### config.mk
export PLATFORM = sky130hd
export DESIGN_NAME = io_master_seq
export DESIGN_NICKNAME = d
export VERILOG_FILES = /design/src/rtl/io_master_seq.sv
export SDC_FILE = /design/constraint.sdc
export NUM_CORES = 1
export LEC_CHECK = 0
export BUFFER_PORTS_ARGS = -buffer_cell sky130_fd_sc_hd__buf_2
export CAP_MARGIN = 15
export CELL_PAD_IN_SITES_DETAIL_PLACEMENT = 1
export CELL_PAD_IN_SITES_GLOBAL_PLACEMENT = 1
export CORE_ASPECT_RATIO = 1.25
export CORE_MARGIN = 8
export CORE_UTILIZATION = 32
export CTS_BUF_LIST = sky130_fd_sc_hd__clkbuf_16
export DETAILED_ROUTE_END_ITERATION = 8
export PLACE_DENSITY = 0.84
export SYNTH_ARGS = -nofsm -noshare
export SYNTH_HDL_FRONTEND = slang
export SYNTH_SLANG_ARGS = --single-unit
### constraint.sdc
create_clock -name AClkH -period 3.7 [get_ports AClkH]
set_clock_uncertainty 0.15 [all_clocks]
set_input_delay 0.555 -clock AClkH [delete_from_list [all_inputs] [get_ports AClkH]]
set_output_delay 0.555 -clock AClkH [all_outputs]
set_load 0.1 [all_outputs]
### src/rtl/io_master_seq.sv
// io_master_seq: IO-bus initiator issuing single/burst client requests as one-hot-sized IO-bus beats
// Ports: AClkH/AResetHN/AClkHEn clocking; AReq* burst request; AWrData* write beats;
//        ARsp* one response per beat; AIo* bus address/data/size and responder ack/err; ABusy not idle
module io_master_seq #(
  parameter int CBurstW     = 8,
  parameter bit CAddrStepEn = 1'b1
) (
  input  logic               AClkH,
  input  logic               AResetHN,
  input  logic               AClkHEn,
  input  logic               AReqValid,
  output logic               AReqReady,
  input  logic               AReqWr,
  input  logic [1:0]         AReqSize,
  input  logic [15:0]        AReqAddr,
  input  logic [CBurstW-1:0] AReqCnt,
  input  logic               AWrDataValid,
  output logic               AWrDataReady,
  input  logic [63:0]        AWrData,
  output logic               ARspValid,
  input  logic               ARspReady,
  output logic [63:0]        ARspData,
  output logic               ARspErr,
  output logic               ARspLast,
  output logic [15:0]        AIoAddr,
  output logic [63:0]        AIoMosi,
  output logic [3:0]         AIoWrSize,
  output logic [3:0]         AIoRdSize,
  input  logic [63:0]        AIoMiso,
  input  logic               AIoAddrAck,
  input  logic               AIoAddrErr,
  output logic               ABusy
);
  typedef enum logic [1:0] {IDLE, WDATA, ACCESS, RESP} state_t;
  state_t state_q, state_d;
  logic armed_q, armed_d;
  logic wr_q, wr_d;
  logic [1:0] size_q, size_d;
  logic [15:0] addr_q, addr_d;
  logic [CBurstW-1:0] rem_q, rem_d;
  logic [63:0] data_q, data_d;
  logic err_q, err_d;
  logic [63:0] mask;
  logic [3:0] onehot;
  logic last, acc;
  always_comb begin
    mask = size_q == 2'd0 ? 64'hFF : size_q == 2'd1 ? 64'hFFFF : size_q == 2'd2 ? 64'hFFFF_FFFF : '1;
    onehot = 4'b0001 << size_q;
    last = rem_q == '0 || err_q;
    acc = state_q == ACCESS;
    state_d = state_q;
    armed_d = 1'b1;
    wr_d = wr_q;
    size_d = size_q;
    addr_d = addr_q;
    rem_d = rem_q;
    data_d = data_q;
    err_d = err_q;
    if (state_q == IDLE && armed_q && AReqValid) begin
      wr_d = AReqWr;
      size_d = AReqSize;
      addr_d = AReqAddr;
      rem_d = AReqCnt;
      state_d = AReqWr ? WDATA : ACCESS;
    end
    if (state_q == WDATA && AWrDataValid) begin
      data_d = AWrData & mask;
      state_d = ACCESS;
    end
    if (acc) begin
      data_d = wr_q ? '0 : AIoMiso & mask;
      err_d = !AIoAddrAck || AIoAddrErr;
      state_d = RESP;
    end
    if (state_q == RESP && ARspReady) begin
      state_d = last ? IDLE : wr_q ? WDATA : ACCESS;
      rem_d = last ? rem_q : rem_q - 1'b1;
      addr_d = (last || !CAddrStepEn) ? addr_q : addr_q + (16'd1 << size_q);
    end
  end
  always_ff @(posedge AClkH or negedge AResetHN)
    if (!AResetHN) begin
      state_q <= IDLE;
      armed_q <= 1'b0;
      wr_q <= 1'b0;
      size_q <= '0;
      addr_q <= '0;
      rem_q <= '0;
      data_q <= '0;
      err_q <= 1'b0;
    end else if (AClkHEn) begin
      state_q <= state_d;
      armed_q <= armed_d;
      wr_q <= wr_d;
      size_q <= size_d;
      addr_q <= addr_d;
      rem_q <= rem_d;
      data_q <= data_d;
      err_q <= err_d;
    end
  assign AReqReady = armed_q && state_q == IDLE;
  assign AWrDataReady = state_q == WDATA;
  assign ARspValid = state_q == RESP;
  assign ARspData = ARspValid ? data_q : '0;
  assign ARspErr = ARspValid && err_q;
  assign ARspLast = ARspValid && last;
  assign AIoAddr = acc ? addr_q : '0;
  assign AIoMosi = acc && wr_q ? data_q : '0;
  assign AIoWrSize = acc && wr_q ? onehot : '0;
  assign AIoRdSize = acc && !wr_q ? onehot : '0;
  assign ABusy = state_q != IDLE;
endmodule

## Word-level counts from Yosys, hierarchy flattened

Index checks and enable logic that the tools add are counted.

| storage, ports and cells | value |
|---|---|
| input port bits | 163 |
| output and inout bits | 158 |
| word-level logic and storage cells | 68 |
| bits in registers | 95 |

| cells by class | value |
|---|---|
| $add $sub $neg | 2 |
| bitwise operators | 2 |
| shift-type cells | 2 |
| reductions and logical operators | 24 |
| eq/ne operators | 6 |
| mux-type cells | 24 |

Operators with widths:

| cell | count |
|---|---|
| 64-bit 2-to-1 mux | 8 |
| 64-bit AND | 2 |
| 16-bit 2-to-1 mux | 4 |
| 8-bit 2-to-1 mux | 3 |
| 16-bit adder | 1 |
| 1-bit by 2-bit left shift with 16-bit output, first input constant | 1 |
| 2-bit 2-to-1 mux | 7 |
| 1-bit logical AND | 8 |
| 8-bit zero test | 1 |
| 4-bit 2-to-1 mux | 2 |
| 2-bit AND reduction | 4 |
| 8-bit by 1-bit subtractor with 8-bit output, second input constant | 1 |
| 2-bit == test, second input constant | 3 |
| 2-bit nonzero test | 3 |
| 2-bit by 1-bit == test with 1-bit output, second input constant | 2 |
| 2-bit zero test | 2 |
| 4-bit nonzero test | 1 |
| 1-bit by 2-bit left shift with 4-bit output, first input constant | 1 |
| 3-bit AND reduction | 1 |
| 1-bit zero test | 2 |
| 1-bit logical OR | 2 |
| 2-bit inequality test, second input constant | 1 |

## Longest topological paths before layout

| logic depth | value |
|---|---|
| word-level depth | 7 |
| mapped depth | 10 |
| depth with buffers taken out | 8 |

## Worst setup path after synthesis

Ideal clock, no wire load.

| path | value |
|---|---|
| kind | reg-to-output |
| start point | register state_q[0] |
| end point | output AIoRdSize[1] |
| required time | 2.995 ns |
| stages on the path, launching flop included | 6 |
| buffers on the path | 3 |
| path slack | -0.062 ns |
| arrival time | 3.057 ns |
| cell sequence | dfrtp_1 -> buf_4 -> nand2b_1 -> buf_2 -> buf_1 -> nor3_1 |

| on the way | value |
|---|---|
| cells in the longest elaborated chain, start to end | 3 |

Ends and longest elaborated chain:

| element | RTL line | source |
|---|---|---|
| start, declared | 35 | `state_t state_q, state_d;` |
| start signal, assigned | 92 | `state_q <= state_d;` |
| 2-bit == test | 50 | `acc = state_q == ACCESS;` |
| 1-bit logical AND | 110 | `assign AIoRdSize = acc && !wr_q ? onehot : '0;` |
| 4-bit 2-to-1 mux | 110 |  |
| end, declared | 28 | `output logic [3:0] AIoRdSize,` |

No other way between the ends.

## Worst setup path after layout

| path | value |
|---|---|
| start point | register state_q[0] |
| end point | output AIoMosi[41] |

| on the way | value |
|---|---|
| cells in the longest elaborated chain, start to end | 3 |

Ends and longest elaborated chain:

| element | RTL line | source |
|---|---|---|
| 2-bit == test | 50 |  |
| 1-bit logical AND | 108 | `assign AIoMosi = acc && wr_q ? data_q : '0;` |
| 64-bit 2-to-1 mux | 108 |  |
| end, declared | 26 | `output logic [63:0] AIoMosi,` |

No other way between the ends.

==> summary.md <==
| Metric | Value |
|---|---|
| Status | `finished clean` |
| Startpoint types | `flip-flop` |
| Worst Path Max Fanout | `68` |
| Synth Warn # | `0` |
| Most instantiated cells after synthesis | `180 x and3_1, 137 x nand2_1, 95 x dfrtp_1` |
| Relative slew slack | `0.550` |
| Async SR Flop Fraction | `1.00` |
| CTS tree | `built` |
| Cell Rows | `58` |
| Compound-Gate Fraction of Synth Area | `0.203` |
| Clock share of power | `0.100` |
| Syn_area_per_cell | `7.75 µm²` |
| Synth area leaders | `dfrtp_1 37%, and3_1 18%, nand2_1 8.0%` |
| Gr busiest metal | `met2` |
| Main synth FF type | `dfrtp_1` |
| Detailed Route Iter0 Violations | `355` |
| Number of I/O port buffers | `320` |
| DR vias | `7309` |
| Vias in the first global route | `7716` |
| Clock Tree Root | `clkbuf_16` |
| Total global routing overflow | `0` |
| GPL Wtd Cong | `0.942` |
| Largest family of logic cells by synthesized area | `simple AND/OR/NAND/NOR gates` |
| Net Count, Synth | `994` |
| RSZ-0062 raised after global routing | `no` |
| Max stage delay on crit path | `0.64 ns` |
| Post-Syn Area | `6390 µm²` |
| Starting Density | `0.322` |
| CP Data Arrival Time | `2.45 ns` |
| Cts hold-fix bufs | `0` |
| Maximum clock frequency | `317 MHz` |
| Flop pwr share | `0.225` |
| GR Layer Usage met1 | `0.251` |
| DP HPWL | `21.1 mm` |
| # H-tree levels | `3` |
| Top-count cell post-synth | `and3_1` |
| Clk Latency, worst-skew pair | `0.35 ns` |
| Cells along the critical path | `nor2b_4 > buf_4 > and3_1 > buf_2` |
| Mux share of post-synthesis cell area | `0.0104` |
| Crit path required time | `2.99 ns` |
| First-pass GRT wire length | `43.4 mm` |
| CTS Buffer Depth | `2` |
| Final Non-Filler Cells | `1367` |
| Min-delay worst type | `in2async` |
| Max Cap Violations | `0` |
| Max-slew violations | `0` |
| Setup CP Type | `reg2out` |
| P_int | `3.39 mW` |
| Reg-to-Reg Start | `state_q[0]` |
| Final Cycle Share | `0.852` |
| Net Sw Frac | `0.635` |
| R2R cell count | `7` |
| Mapped Cells | `825` |
| Post-CTS setup buffers | `0` |
| Setup crit end kind | `primary output` |
| Worst path slowest cell | `dfrtp_2` |
| Final Hold Fails | `0` |
| Synthesized flop and latch total | `95` |
| Post-Synth Simple-Gate Area | `0.339` |
| Final setup vio count | `0` |
| DR pass1 iterations | `4` |
| Die ar. | `24800 µm²` |
| EDFF count, synth | `0` |
| Met2 Use GR | `0.395` |
| # diodes | `0` |
| Residual DRC | `0` |
| Sink Count | `95` |
| Die Ht | `174 µm` |
| CTS clock-pin slew for the worst setup and hold paths | `0.07 ns` |
| Routed WL | `28.1 mm` |
| Number of top-level pins | `321` |
| Net Switching | `5.89 mW` |
| Routed vias/inst | `5.35` |
| Sequential cell area fraction in the yosys report | `0.372` |
| Wire length per cell | `20.5 µm` |
| Layout net count | `1262` |
| Yosys top cell area share | `0.372` |
| Final TNS setup | `0 ns` |
| CTS resizes | `0` |
| PwrDens | `1090 nW/µm²` |
| Synth area leader | `dfrtp_1` |
| Core Area | `19900 µm²` |
| Max VDD drop | `0.608 mV` |
| XOR/XNOR share of the synthesized area | `0.00137` |
| Met3 Usage GRT | `0.0500` |
| R2R Setup Slk | `1.00 ns` |
| Pin count of the biggest net entering global routing | `69` |
| Area share of fa/ha/maj cells after synthesis | `0.0117` |
| Worst slew pin tran | `0.676 ns` |
| Cell variety after synth | `59` |
| Static Leak | `4.95 nW` |
| Number of CTS-inserted buffers | `9` |
| Die width | `142 µm` |
| Total global-route track usage | `0.221` |
| Placed cells | `1352` |
| Ratio of cells with drive above 1 in the final layout | `0.347` |
| Worst reg2reg endpoint | `addr_q[8]` |
| Logic pwr share | `0.675` |
| Tmin final | `3.15 ns` |
| Area Overhead vs Synth | `32.8%` |
| Routed Antenna Nets | `0` |
| Initial antenna violation count | `0` |
## how the worst max path moves through the flow
stage / endpoint / slack [ns] / startpoint / depth (start not counted)
floorplan: AIoRdSize[1] / -0.06 / state_q[0] / 5
global placement: AIoMosi[43] / 0.99 / state_q[0] / 4
detailed placement: AIoMosi[59] / 0.89 / state_q[0] / 4
CTS: AIoMosi[59] / 0.51 / state_q[0] / 4
global route: AIoMosi[41] / 0.39 / state_q[0] / 4
finish: AIoMosi[41] / 0.55 / state_q[0] / 4
## kinds of logic (layout without fill, tap and decap cells)
group | after synthesis | count (layout)
and+or+nand+nor | 412 | 412
xor gates and xnor gates | 1 | 1
DFF | 95 | 95
muxes | 6 | 6
adders and majority gates | 6 | 6
buffers and inverters | 94 | 366
AOI/OAI and AO/OA | 211 | 211
## metrics by stage
stage	power (mW)	hold WS, ns	worst slack [ns]	cell area (µm²)	utilization
after floorplan	6.90	0.109	-0.0619	6400	-
after global placement	8.26	0.323	0.992	8210	0.413
after detailed placement	8.40	0.337	0.895	8210	0.413
after global routing	9.83	0.121	0.388	8490	0.427
after CTS	9.36	0.105	0.506	8490	0.427
final	9.28	0.0802	0.549	8490	0.427
## layout by cell type (no fill, tap or decap), drive strengths merged, types with 2 or more instances in the layout
cell	n
a211oi	5
a21oi	68
a221oi	2
a22o	2
a22oi	2
a2bb2oi	2
a31oi	5
and2	17
and3	182
buf	342
clkbuf	9
clkinvlp	2
dfrtp	95
ha	6
inv	11
mux2	5
nand2	137
nand2b	6
nand3	6
nand4	6
nor2	34
nor2b	3
nor3	10
o21a	5
o21ai	56
o22a	5
o22ai	8
o31ai	40
or2	2
or3	3
## power groups by stage
stage,combinational (mW),clock (mW),sequential (mW)
after floorplan,5.13,0,1.77
after global placement,6.18,0,2.08
after detailed placement,6.29,0,2.10
after CTS,6.31,0.960,2.09
after global routing,6.69,0.986,2.16
final,6.26,0.930,2.09
## final cells by class
class,count,area [µm²]
tap,270,338
fill,2599,11400
inverter,9,33.8
clock inverter,6,56.3
timing repair buffer,342,1820
clock buffer,9,225
sequential,95,2380
multi-input combinational,636,3640
## registers in the layout, summed over array words and instances, names as in the netlist
signal,count
size_q,2
rem_q,8
data_q,64
wr_q,1
state_q,2
addr_q,16
armed_q,1
err_q,1
## worst max-delay path, delay by kind of cell (launching register included)
family	cells	cell delay (ns)
buffers and inverters	2	0.91
flip-flops	1	0.64
AND/OR/NAND/NOR	2	0.49
## per-layer routing
| layer | part of all wire | wire [µm] | up-vias |
|---|---|---|---|
| li1 | - | - | 3470 |
| met1 | 0.40 | 11100 | 3556 |
| met2 | 0.51 | 14400 | 245 |
| met3 | 0.069 | 1950 | 38 |
| met4 | 0.023 | 654 | 0 |
| met5 | 0 | 0 | - |
(Power assumes the default switching activity.)
